===== src/rtl/avalon_wait_bridge.sv =====
// Avalon-MM bridge that holds each CPU transaction for N extra wait cycles before
// forwarding it to memory; counts completed transactions and flags master misuse.
module avalon_wait_bridge #(
  parameter int unsigned MAX_WAIT  = 3,
  parameter bit          RANDOM    = 1'b1,
  parameter logic [15:0] LFSR_SEED = 16'hACE1
) (
  input  logic        clk,
  input  logic        reset,
  input  logic [31:0] s_address,
  input  logic [3:0]  s_byteenable,
  input  logic        s_read,
  input  logic        s_write,
  input  logic [31:0] s_writedata,
  output logic        s_waitrequest,
  output logic [31:0] s_readdata,
  output logic [31:0] m_address,
  output logic [3:0]  m_byteenable,
  output logic        m_read,
  output logic        m_write,
  output logic [31:0] m_writedata,
  input  logic        m_waitrequest,
  input  logic [31:0] m_readdata,
  output logic [31:0] txn_count,
  output logic        protocol_error
);

  typedef enum logic [1:0] {IDLE, WAIT, ISSUE, DONE} state_t;

  // An all-zero Galois LFSR never leaves zero.
  localparam logic [15:0] SEED      = (LFSR_SEED == 16'h0000) ? 16'h0001 : LFSR_SEED;
  localparam logic [15:0] LFSR_MASK = 16'hB400;
  localparam logic [8:0]  WAIT_MOD  = 9'(MAX_WAIT + 1);
  localparam logic [7:0]  WAIT_FIX  = 8'(MAX_WAIT);

  state_t      state, state_nxt;
  logic [7:0]  wcnt;
  logic [15:0] lfsr;
  logic [31:0] req_address;
  logic [3:0]  req_byteenable;
  logic [31:0] req_writedata;
  logic        req_read;
  logic        req_write;

  logic        accept;
  logic        busy;
  logic        req_changed;
  logic [7:0]  n_wait;

  assign accept = (state == IDLE) && (s_read || s_write);
  assign busy   = (state == WAIT) || (state == ISSUE);
  assign n_wait = RANDOM ? 8'({1'b0, lfsr[7:0]} % WAIT_MOD) : WAIT_FIX;

  assign req_changed = (s_address != req_address) || (s_byteenable != req_byteenable) ||
                       (s_read != req_read) || (s_write != req_write) ||
                       (req_write && (s_writedata != req_writedata));

  always_ff @(posedge clk or negedge reset) begin
    if (!reset) state <= IDLE;
    else        state <= state_nxt;
  end

  always_comb begin
    // NOTE: default first so every path assigns state_nxt and no latch is inferred.
    state_nxt = state;
    case (state)
      IDLE:    if (accept) state_nxt = (n_wait != 8'd0) ? WAIT : ISSUE;
      WAIT:    if (wcnt == 8'd1) state_nxt = ISSUE;
      ISSUE:   if (!m_waitrequest) state_nxt = DONE;
      DONE:    state_nxt = IDLE;
      default: state_nxt = IDLE;
    endcase
  end

  // NOTE: the capture registers feed the memory-side outputs directly, so they are reset too.
  always_ff @(posedge clk or negedge reset) begin
    if (!reset) begin
      wcnt           <= 8'd0;
      lfsr           <= SEED;
      req_address    <= 32'd0;
      req_byteenable <= 4'd0;
      req_writedata  <= 32'd0;
      req_read       <= 1'b0;
      req_write      <= 1'b0;
      s_readdata     <= 32'd0;
      txn_count      <= 32'd0;
      protocol_error <= 1'b0;
    end else begin
      // NOTE: non-blocking throughout so every register samples pre-edge values.
      if (accept) begin
        req_address    <= s_address;
        req_byteenable <= s_byteenable;
        req_writedata  <= s_writedata;
        req_read       <= s_read;
        req_write      <= s_write && !s_read;  // read wins a read+write collision
        wcnt           <= n_wait;
        lfsr           <= {1'b0, lfsr[15:1]} ^ (lfsr[0] ? LFSR_MASK : 16'h0000);
        if (s_read && s_write) protocol_error <= 1'b1;
      end
      if (state == WAIT) wcnt <= wcnt - 8'd1;
      if (busy && req_changed) protocol_error <= 1'b1;
      if ((state == ISSUE) && !m_waitrequest && req_read) s_readdata <= m_readdata;
      if (state == DONE) txn_count <= txn_count + 32'd1;
    end
  end

  assign s_waitrequest = (state != DONE);
  assign m_read        = (state == ISSUE) && req_read;
  assign m_write       = (state == ISSUE) && req_write;
  assign m_address     = req_address;
  assign m_byteenable  = req_byteenable;
  assign m_writedata   = req_writedata;

endmodule


===== config.mk =====
export PLATFORM = sky130hd
export DESIGN_NAME = avalon_wait_bridge
export DESIGN_NICKNAME = d
export VERILOG_FILES = /design/src/rtl/avalon_wait_bridge.sv
export SDC_FILE = /design/constraint.sdc
export NUM_CORES = 1
export LEC_CHECK = 0
export ABC_AREA = 0
export CORE_ASPECT_RATIO = 0.9
export CORE_MARGIN = 4
export CORE_UTILIZATION = 46
export CTS_CLUSTER_SIZE = 30
export DETAILED_ROUTE_END_ITERATION = 8
export PLACE_DENSITY = 0.85
export SYNTH_ARGS = -nofsm -noshare
export SYNTH_HDL_FRONTEND = slang
export SYNTH_SLANG_ARGS = --single-unit

===== constraint.sdc =====
create_clock -name clk -period 2.4 [get_ports clk]
set_input_delay 0.48 -clock clk [delete_from_list [all_inputs] [get_ports clk]]
set_output_delay 0.48 -clock clk [all_outputs]
set_load 0.05 [all_outputs]

==> flow_summary.ini <==
[critical_path]
r2r-end = txn_count[21]$_DFFE_PN0N_
path_buf_inv = 1
r2r_cells = 6
cp.required_ns = 1.92
rr_startpoint = state[1]$_DFFE_PN0P_
cp_cell_sequence = clkdlybuf4s50_1
worstSetupStartpointType = flip-flop
crit_family = buffers and inverters
crit_arrival_ns = 1.73
crit_path_top_delay_cell = clkdlybuf4s50_1
crit_type = flip-flop to primary output
crit_fanout = 6
max_stage_delay_ns = 0.85
worst-r2r-setup-slack_ns = 0.52
crit_start = txn_count[18]$_DFFE_PN0N_
crit_path_end_kind = primary output

[synth]
synth_fp_nets = 834
synth_area_leaders = dfrtp_1 52%, nand2_1 14%, xor2_1 8.5%, mux2_2 5.1%, xnor2_1 3.9%
synth_edf_count = 0
synth.distinct_cells = 47
seq_area_frac_synth_pct = 55.1
synth_area_per_cell_um2 = 10.1
synth_top_area_share_pct = 52.3
synth_ff_type = dfrtp_1
yosys.area_share.xor_xnor_pct = 12.4
synthesis.area_mm2 = 0.00732
synthAdderAreaFrac_pct = 1.20
synthCells = 722
synth_seq_cells = 161
yosys.area.top_type = dfrtp_1
synth-simple-area-share_pct = 20.8
synth_top_family_by_area = simple AND/OR/NAND/NOR gates
synth_compound_area_share_pct = 2.73
synthArstFlopShare_pct = 100
synth_mux_area_share_pct = 5.50
ys_warn_count = 0

[floorplanning]
rows = 43
initial_core_util_pct = 47.3
die_y_um = 128
die_area_mm2 = 0.0180
coreArea_mm2 = 0.0155
num_io_pins = 241
die_w_um = 141

[sta]
drv_slew = 0
slew_headroom_pct = 60.5
final.min_clock_period_ns = 2.21
fin_skew_ns = 0.00778
grt_setup_unrepaired = false
max_freq_mhz = 453
final.setup.tns_ns = 0
setup_viol = 0
post-route-period-util_pct = 92.0
tightest_slew_ns = 0.591
hold_violations = 0

[hold_path]
hold_class = flip-flop to flip-flop
min_path_cells = 2
hold_end = lfsr[6]$_DFFE_PN1P_
min-delay-start = lfsr[7]$_DFFE_PN1P_

[routing]
remaining_drc_errors = 0
vias = 5896
firstDrtPassIters = 5
drt-vias-per-instance = 5.00
wl_um = 18200
final_antenna_net_count = 0
drt_iter0_drc = 258
wl_per_cell_um = 15.4

[placement]
gp_congestion = 0.826
dp.cells = 1146
dpl.hpwl_um = 13400
port_buffers = 240

[final_layout]
post-route-util_pct = 68.7
drive_above_1_share_pct = 10.3
syn_to_final_growth_pct = 45.2
fin_cells = 1179
antennaDiodeCount = 0
nets = 1076

[grt]
antenna_found_initial = 0
track_usage_pct = 20.6
grt_pass1_vias = 6003
grt_max_degree = 62
gr-usage-met2_pct = 31.9
met1_usage_pct = 26.6
use_met3_pct = 8.84
grt_first_pass_wirelength_um = 29800
grt_overflow = 0
top_usage_layer = met2

[pwr]
ir_drop_uv = 511
leakagePower_uw = 0.00518
powerDensity_mw_per_mm2 = 549

[clock_tree]
clk_latency_ns = 0.42
cts-root-buf = clkbuf_16
cts_tree = built
numClockSinks = 161
cts_buffers = 17
clkTransAtPathRegs_ns = 0.07
ctsResizeCount = 0
clk_path_buf_depth = 2
h-tree-depth = 4

[run]
drv_cap = 0

[run_status]
status = finished, final reports clean
## cells in the mapped netlist (2+ instances only)
cell type,number
inv_1,7
and4_1,4
nand2b_1,3
a21oi_1,3
o31ai_1,2
nand4_1,10
a22oi_1,2
nand2_1,266
o21ai_0,16
xnor2_1,33
and3_1,3
mux2i_1,2
mux2_2,33
nand3_4,2
dfstp_2,8
nor4_1,16
dfrtp_1,153
a21boi_0,3
buf_2,9
nor2_1,9
and2_1,2
ha_1,7
nand3_1,13
nor3_1,7
buf_1,4
xor2_1,71
clkbuf_1,14
## kinds of logic (layout without fill, tap and decap cells)
logic type | count (synthesis) | after routing
adder cells (fa/ha/maj) | 7 | 7
flip-flops | 161 | 161
buffers and inverters | 36 | 291
AO/OA/AOI/OAI | 33 | 33
multiplexers | 36 | 36
AND/OR/NAND/NOR | 345 | 345
XOR/XNOR | 104 | 104
## layer usage
layer	part of all wire [%]	up-vias
met5	0	-
met4	1.5	0
met3	9.7	23
met2	46	225
met1	43	2810
li1	-	2838
## state kept, by name, indices dropped and copies added, names as in the netlist, 2 cells and up
name	cells
m_address	32
s_readdata	32
m_byteenable	4
m_writedata	32
state	2
wcnt	8
txn_count	32
lfsr	16
## through the flow
step | hold WS [ns] | cell area (µm²) | setup slack, ns | power, µW
4_1_cts | 0.458 | 10600 | 0.171 | 5910
3_5_place_dp | 0.448 | 10000 | 0.245 | 3080
2_1_floorplan | 0.184 | 7320 | 0.456 | 2810
6_report | 0.454 | 10600 | 0.191 | 5840
5_1_grt | 0.480 | 10600 | 0.131 | 6060
3_3_place_gp | 0.447 | 10000 | 0.223 | 3080
## layout by cell type (no fill, tap or decap), types with 3 or more instances in the layout
cell / count
inv_8: 6
and4_1: 4
nand2b_1: 3
nand4_1: 10
clkdlybuf4s50_1: 236
nor2_1: 9
dfrtp_1: 153
mux2_2: 33
o21ai_0: 16
buf_4: 8
a21oi_1: 3
ha_1: 7
and3_1: 3
inv_6: 3
nor3_1: 7
buf_12: 6
xor2_1: 71
clkbuf_16: 17
nand2_1: 266
nor4_1: 16
xnor2_1: 33
nand3_1: 13
a21boi_0: 3
dfstp_2: 8
inv_1: 7
## worst max-delay path by stage
stage | depth (start not counted) | endpoint | slack [ns]
after floorplan | 7 | s_readdata[6]$_DFFE_PN0P_ | 0.46
after global placement | 6 | protocol_error$_DFFE_PN0P_ | 0.22
after detailed placement | 6 | protocol_error$_DFFE_PN0P_ | 0.25
after CTS | 1 | txn_count[18] | 0.17
after global routing | 1 | txn_count[18] | 0.13
final | 1 | txn_count[18] | 0.19
## what timing repair did
action / CTS / global route
hold buffers: 1 / 0
buffers inserted: 0 / 0
endpoints found under the hold margin: 16 / 0
## power by group
| part | internal, µW | leakage (µW) | switching (µW) |
|---|---|---|---|
| combinational | 187 | 0.00269 | 129 |
| clock | 1590 | 0.000299 | 1220 |
| sequential | 2710 | 0.00219 | 0 |
## final cells by class
| class | instances | area (µm²) |
|---|---|---|
| inverter | 7 | 26.3 |
| clock buffer | 17 | 425 |
| clock inverter | 15 | 194 |
| timing repair buffer | 252 | 2560 |
| multi-input combinational | 525 | 3140 |
| sequential | 161 | 4040 |
| fill | 1129 | 4860 |
| tap | 202 | 253 |
Note: power is estimated with default switching activity, not from simulation.
==> edit 1: new RTL, same flow settings <==
Encoding of `state_t`: now Gray code (2 bits for 4 states).
--- a/src/rtl/avalon_wait_bridge.sv
+++ b/src/rtl/avalon_wait_bridge.sv
@@ -27,3 +27,3 @@
 
-  typedef enum logic [1:0] {IDLE, WAIT, ISSUE, DONE} state_t;
+  typedef enum logic [1:0] {IDLE = 2'b00, WAIT = 2'b01, ISSUE = 2'b11, DONE = 2'b10} state_t;
 
Formal check against the unedited RTL: no difference found for any inputs over 10 cycles, from zero or initial values and one cycle with reset low; not proved beyond that.
==> edit 1 against the original RTL <==
Cell area down 1.3%; sequential cell count did not move; critical path type unchanged; area after synthesis fell by 2.3%; sequential share of layout area increased by 0.49 points; synthesized cell count shrank 1.9%; routed wire length up 2.0%; fmax is 0.12% higher; register-to-register slack lost 0.18 ns; non-clock buffer count is 5 higher; setup slack gained 0.0026 ns.
Power is not compared: it rests on default switching activity, and its combinational part moved more than twofold at a synthesized area within 25%.
==> edit 1: results (changes against the original RTL) <==
GRT Total Usage=20.6% (about the same); Fin Clk Skew=0.00822 ns (+0.000445 ns); final std cells w/o fill=1,168 (-0.93%); DR WL met2=9310 µm (+12%); sequential fraction of the synthesis area=56.5% (+1.3 points); RR Startpoint=m_address[21]; Post-synth top cells=268 x nand2_1, 153 x dfrtp_1, 79 x xnor2_1; top routing layer used=met4; crit-path leading delay family=buffers and inverters; Cells after DPL=1,136 (-0.87%); initial drt markers=294 (+14%); maximum VDD drop=between 1 and 1.5 mV; syn_area_per_cell=10.1 µm² (-0.41%); Synth cell types=41 (-13%); Slew HR=62.9% (+2.4 points); number of global-route vias before repair=5,962 (-0.68%); r2r setup slk=0.34 ns (-0.18 ns); worst hold path type=input pin to async pin; Mapped Nets=816 (-2.2%); met3 wire length=1120 µm (-37%); dpl hpwl=13,600 µm (+1.7%); Setup WS pre-CTS=-0.155 ns (-0.400 ns); final wirelength=18,600 µm (+2.0%); ranking of synthesized cells by area=dfrtp_1 54%, nand2_1 14%, xnor2_1 9.7%; max incr delay on CP=0.87 ns (+0.02 ns); peak fanout along the critical path=5 (-1); ANT cells=0 (unchanged); Vias/cell=5.01 (+0.15%); Primary FF master, synth=dfrtp_1; cts bufs inserted=17 (unchanged); first-pass GRT wire length=29,700 µm (-0.39%); share of flip-flops with an asynchronous set or reset=100% (unchanged); post-CTS setup buffer count=0 (unchanged); largest net degree at the start of global routing=61 (-1.6%); Lkg Pwr=around 4.7 nW; Clock Tree Root=clkbuf_16; Final nets=1,065 (-1.0%); Clock transition at path regs=0.07 ns (about the same); layout cell share with drive strength beyond 1=10.2% (-0.13 points); Psw=6.74 mW; r2r endpoint=protocol_error; CP startpoint=txn_count[3]; DRT met1 WL=7860 µm (-0.11%); global placer's final weighted congestion=0.835 (+1.2%); CP max-delay cell=clkdlybuf4s50_1; hold_ws=0.0151 ns (-0.439 ns); status=complete, no violations; First-pass DRT Iterations=4 (-1)
==> edit 1: changes by cell type after synthesis, moves of 3 or more <==
cell	change
xor2_1	-47
o21ai_0	-9
nand3_1	-4
buf_2	-8
o211ai_1	+4
and3_1	+5
nor4_1	-9
ha_1	-4
nand4_1	+12
a21boi_0	-3
clkbuf_1	+6
xnor2_1	+46
==> edit 1: layout make-up <==
cell class                      instances  area, µm²
Clock buffer                           22        464
Clock inverter                         10        128
Fill cell                            1110       4480
Inverter                                8       30.0
Multi-Input combinational cell        512       2990
Sequential cell                       161       4040
Tap cell                              198        248
Timing Repair Buffer                  257       2600
==> edit 1: cell families after synthesis <==
group                      count (synthesis)  share of synthesized area (%)
and+or+nand+nor                          348                           20.9
buffers and inverters                     35                           1.91
muxes                                     33                           5.18
adders and majority gates                  3                          0.525
xor gates and xnor gates                 103                           12.6
AOI/OAI and AO/OA                         25                           2.40
DFF                                      161                           56.5
==> edit 1: per-layer routing <==
metal,GRT usage [%],vias up
li1,-,2820
met1,26.1,2827
met2,35.0,178
met3,5.91,25
met4,5.75,0
met5,0,-
==> edit 1: stage by stage <==
stage	area [µm²]	setup TNS, ns	util [%]	power [mW]
after CTS	10500	0	70.1	14.9
final	10500	0	70.1	14.7
after floorplan	7150	0	-	9.34
after global routing	10500	0	70.1	15.4
after global placement	9910	-0.185	66.2	11.9
after detailed placement	9910	-0.155	66.2	12.1
==> edit 1: worst max path at each step <==
stage	slack [ns]	end	cells past startpoint
6_report	0.19	txn_count[3]	1
5_1_grt	0.13	txn_count[3]	1
4_1_cts	0.17	txn_count[5]	1
3_5_place_dp	-0.15	protocol_error	7
3_3_place_gp	-0.18	protocol_error	7
2_1_floorplan	0.27	txn_count[23]	5
==> edit 1: power by group through the flow <==
stage	registers, mW	clock network, mW	logic (mW)
detailed placement	4.54	0	7.56
finish	4.52	2.71	7.52
global placement	4.47	0	7.45
floorplan	7.38	0	1.97
CTS	4.52	2.76	7.59
global route	4.65	2.87	7.92
==> edit 2: new RTL, same flow settings <==
Without the edit above. The parameter `RANDOM` goes from 1'b1 to 1'b0.
--- a/src/rtl/avalon_wait_bridge.sv
+++ b/src/rtl/avalon_wait_bridge.sv
@@ -4,3 +4,3 @@
   parameter int unsigned MAX_WAIT  = 3,
-  parameter bit          RANDOM    = 1'b1,
+  parameter bit          RANDOM    = 1'b0,
   parameter logic [15:0] LFSR_SEED = 16'hACE1
Check against the original RTL: not equivalent (a bounded check fails within 4 cycles, from zero or initial values and one cycle with reset low).
==> edit 2 against the original RTL <==
Setup slack better by 0.0026 ns; routed wire length is 7.8% lower; critical path depth stayed put; largest cell class unchanged; highest routed layer unchanged; critical endpoint is now txn_count[14]; sequential cell count is 16 lower; synthesized cell count is 31% lower; cell area is 6.6% lower; via count is 19% lower; area after synthesis is 10% lower.
Power is not compared: it rests on default switching activity, and its combinational part moved more than twofold at a synthesized area within 25%.
==> edit 2: results (changes against the original RTL) <==
status=complete, no violations; share of flip-flops with an asynchronous set or reset=100% (unchanged); Mapped Nets=611 (-27%); worst skew pair latency=roughly 0.41 ns; First-pass DRT Iterations=4 (-1); DR vias=4,789 (-19%); Clock transition at path regs=~0.06 ns; yosys warns=0 (unchanged); wire length per cell=17.6 µm (+14%); I/O Buffers=240 (unchanged); first-pass GRT wire length=27,200 µm (-8.6%); ANT cells=0 (unchanged); global placer's final weighted congestion=0.813 (-1.5%); initial drt markers=207 (-20%); GRT Total Usage=21.3% (+0.62 points); cts bufs inserted=17 (unchanged); Primary FF master, synth=dfrtp_1; Post-synth top cells=145 x dfrtp_1, 100 x mux2_2, 56 x xnor2_1; ranking of synthesized cells by area=dfrtp_1 55%, mux2_2 17%, xnor2_1 7.4%; Lkg Pwr=~4.2 nW; layout cell share with drive strength beyond 1=19.7% (+9.3 points); sequential fraction of the synthesis area=55.0% (-0.092 points); Setup-failing EPs final=0 (unchanged); peak fanout along the critical path=5 (-1); maximum VDD drop=roughly 1.4 mV; max incr delay on CP=0.85 ns (about the same); crit-path leading delay family=buffers and inverters; Synth cell types=38 (-19%); antenna violations before repair=0 (unchanged); cell area after placement=0.00927 mm² (-7.4%); Fin Clk Skew=0.00553 ns (-0.00225 ns); CP max-delay cell=clkdlybuf4s50_1; Clock Tree Root=clkbuf_16; Worst Tran Pin Value=0.575 ns (-0.0163 ns); Final nets=862 (-20%); worst hold path type=register to register; largest net degree at the start of global routing=46 (-26%); Arr. time, crit path=1.73 ns (about the same); Max Root-Sink Buffers=2 (unchanged); number of global-route vias before repair=5,236 (-13%); dpl hpwl=12,400 µm (-7.1%); total number of H-tree levels=4 (unchanged)
[edit 2: cell families after synthesis]
group	count (synthesis)	share of synthesized area, %
xor gates and xnor gates	101	13.4
and+or+nand+nor	96	8.64
buffers and inverters	22	1.46
muxes	104	17.7
adders and majority gates	7	1.33
AOI/OAI and AO/OA	24	2.39
DFF	145	55.0
[edit 2: repair_timing]
action | 4_1_cts | 5_1_grt
hold buffers | 1 | 0
setup buffers | 0 | 0
hold endpoints to repair | 33 | 0
resized for setup | 0 | 0
[edit 2: area by class of cell]
| class | count | area [µm²] |
|---|---|---|
| Clock buffer | 23 | 488 |
| Clock inverter | 9 | 176 |
| Fill cell | 1011 | 4120 |
| Inverter | 6 | 22.5 |
| Multi-Input combinational cell | 332 | 2870 |
| Sequential cell | 145 | 3630 |
| Tap cell | 193 | 241 |
| Timing Repair Buffer | 248 | 2510 |
[edit 2: worst paths after layout]
kind,from,endpoint,cells past startpoint,slack [ns]
max,txn_count[14],txn_count[14],1,0.19
min,txn_count[31],txn_count[31],1,0.47
max reg2reg,state[0],txn_count[21],6,0.46
min reg2reg,txn_count[31],txn_count[31],1,0.47
max in group asynchronous,reset,m_byteenable[1],3,1.14
min in group asynchronous,reset,m_writedata[3],2,0.57
[edit 2: where the power goes]
group          internal (mW)  switching (mW)
logic                   3.25            5.03
clock network           1.95           0.977
registers               3.48           0.887
[edit 2: per-layer routing]
layer  routed length (µm)  global-route usage (%)  vias to the layer above
met5                    0                       0                        -
met4                  280                    7.32                        0
met2                 8410                    35.6                      177
met1                 6310                    23.5                     2334
li1                     -                       -                     2255
met3                 1770                    10.9                       23
[edit 2: metrics by stage]
| step | hold WS (ns) | setup WS (ns) | cells |
|---|---|---|---|
| 2_1_floorplan | 0.184 | 0.449 | 499 |
| 3_3_place_gp | 0.438 | 0.243 | 923 |
| 3_5_place_dp | 0.443 | 0.235 | 923 |
| 4_1_cts | 0.473 | 0.161 | 956 |
| 5_1_grt | 0.499 | 0.104 | 956 |
| 6_report | 0.471 | 0.193 | 956 |
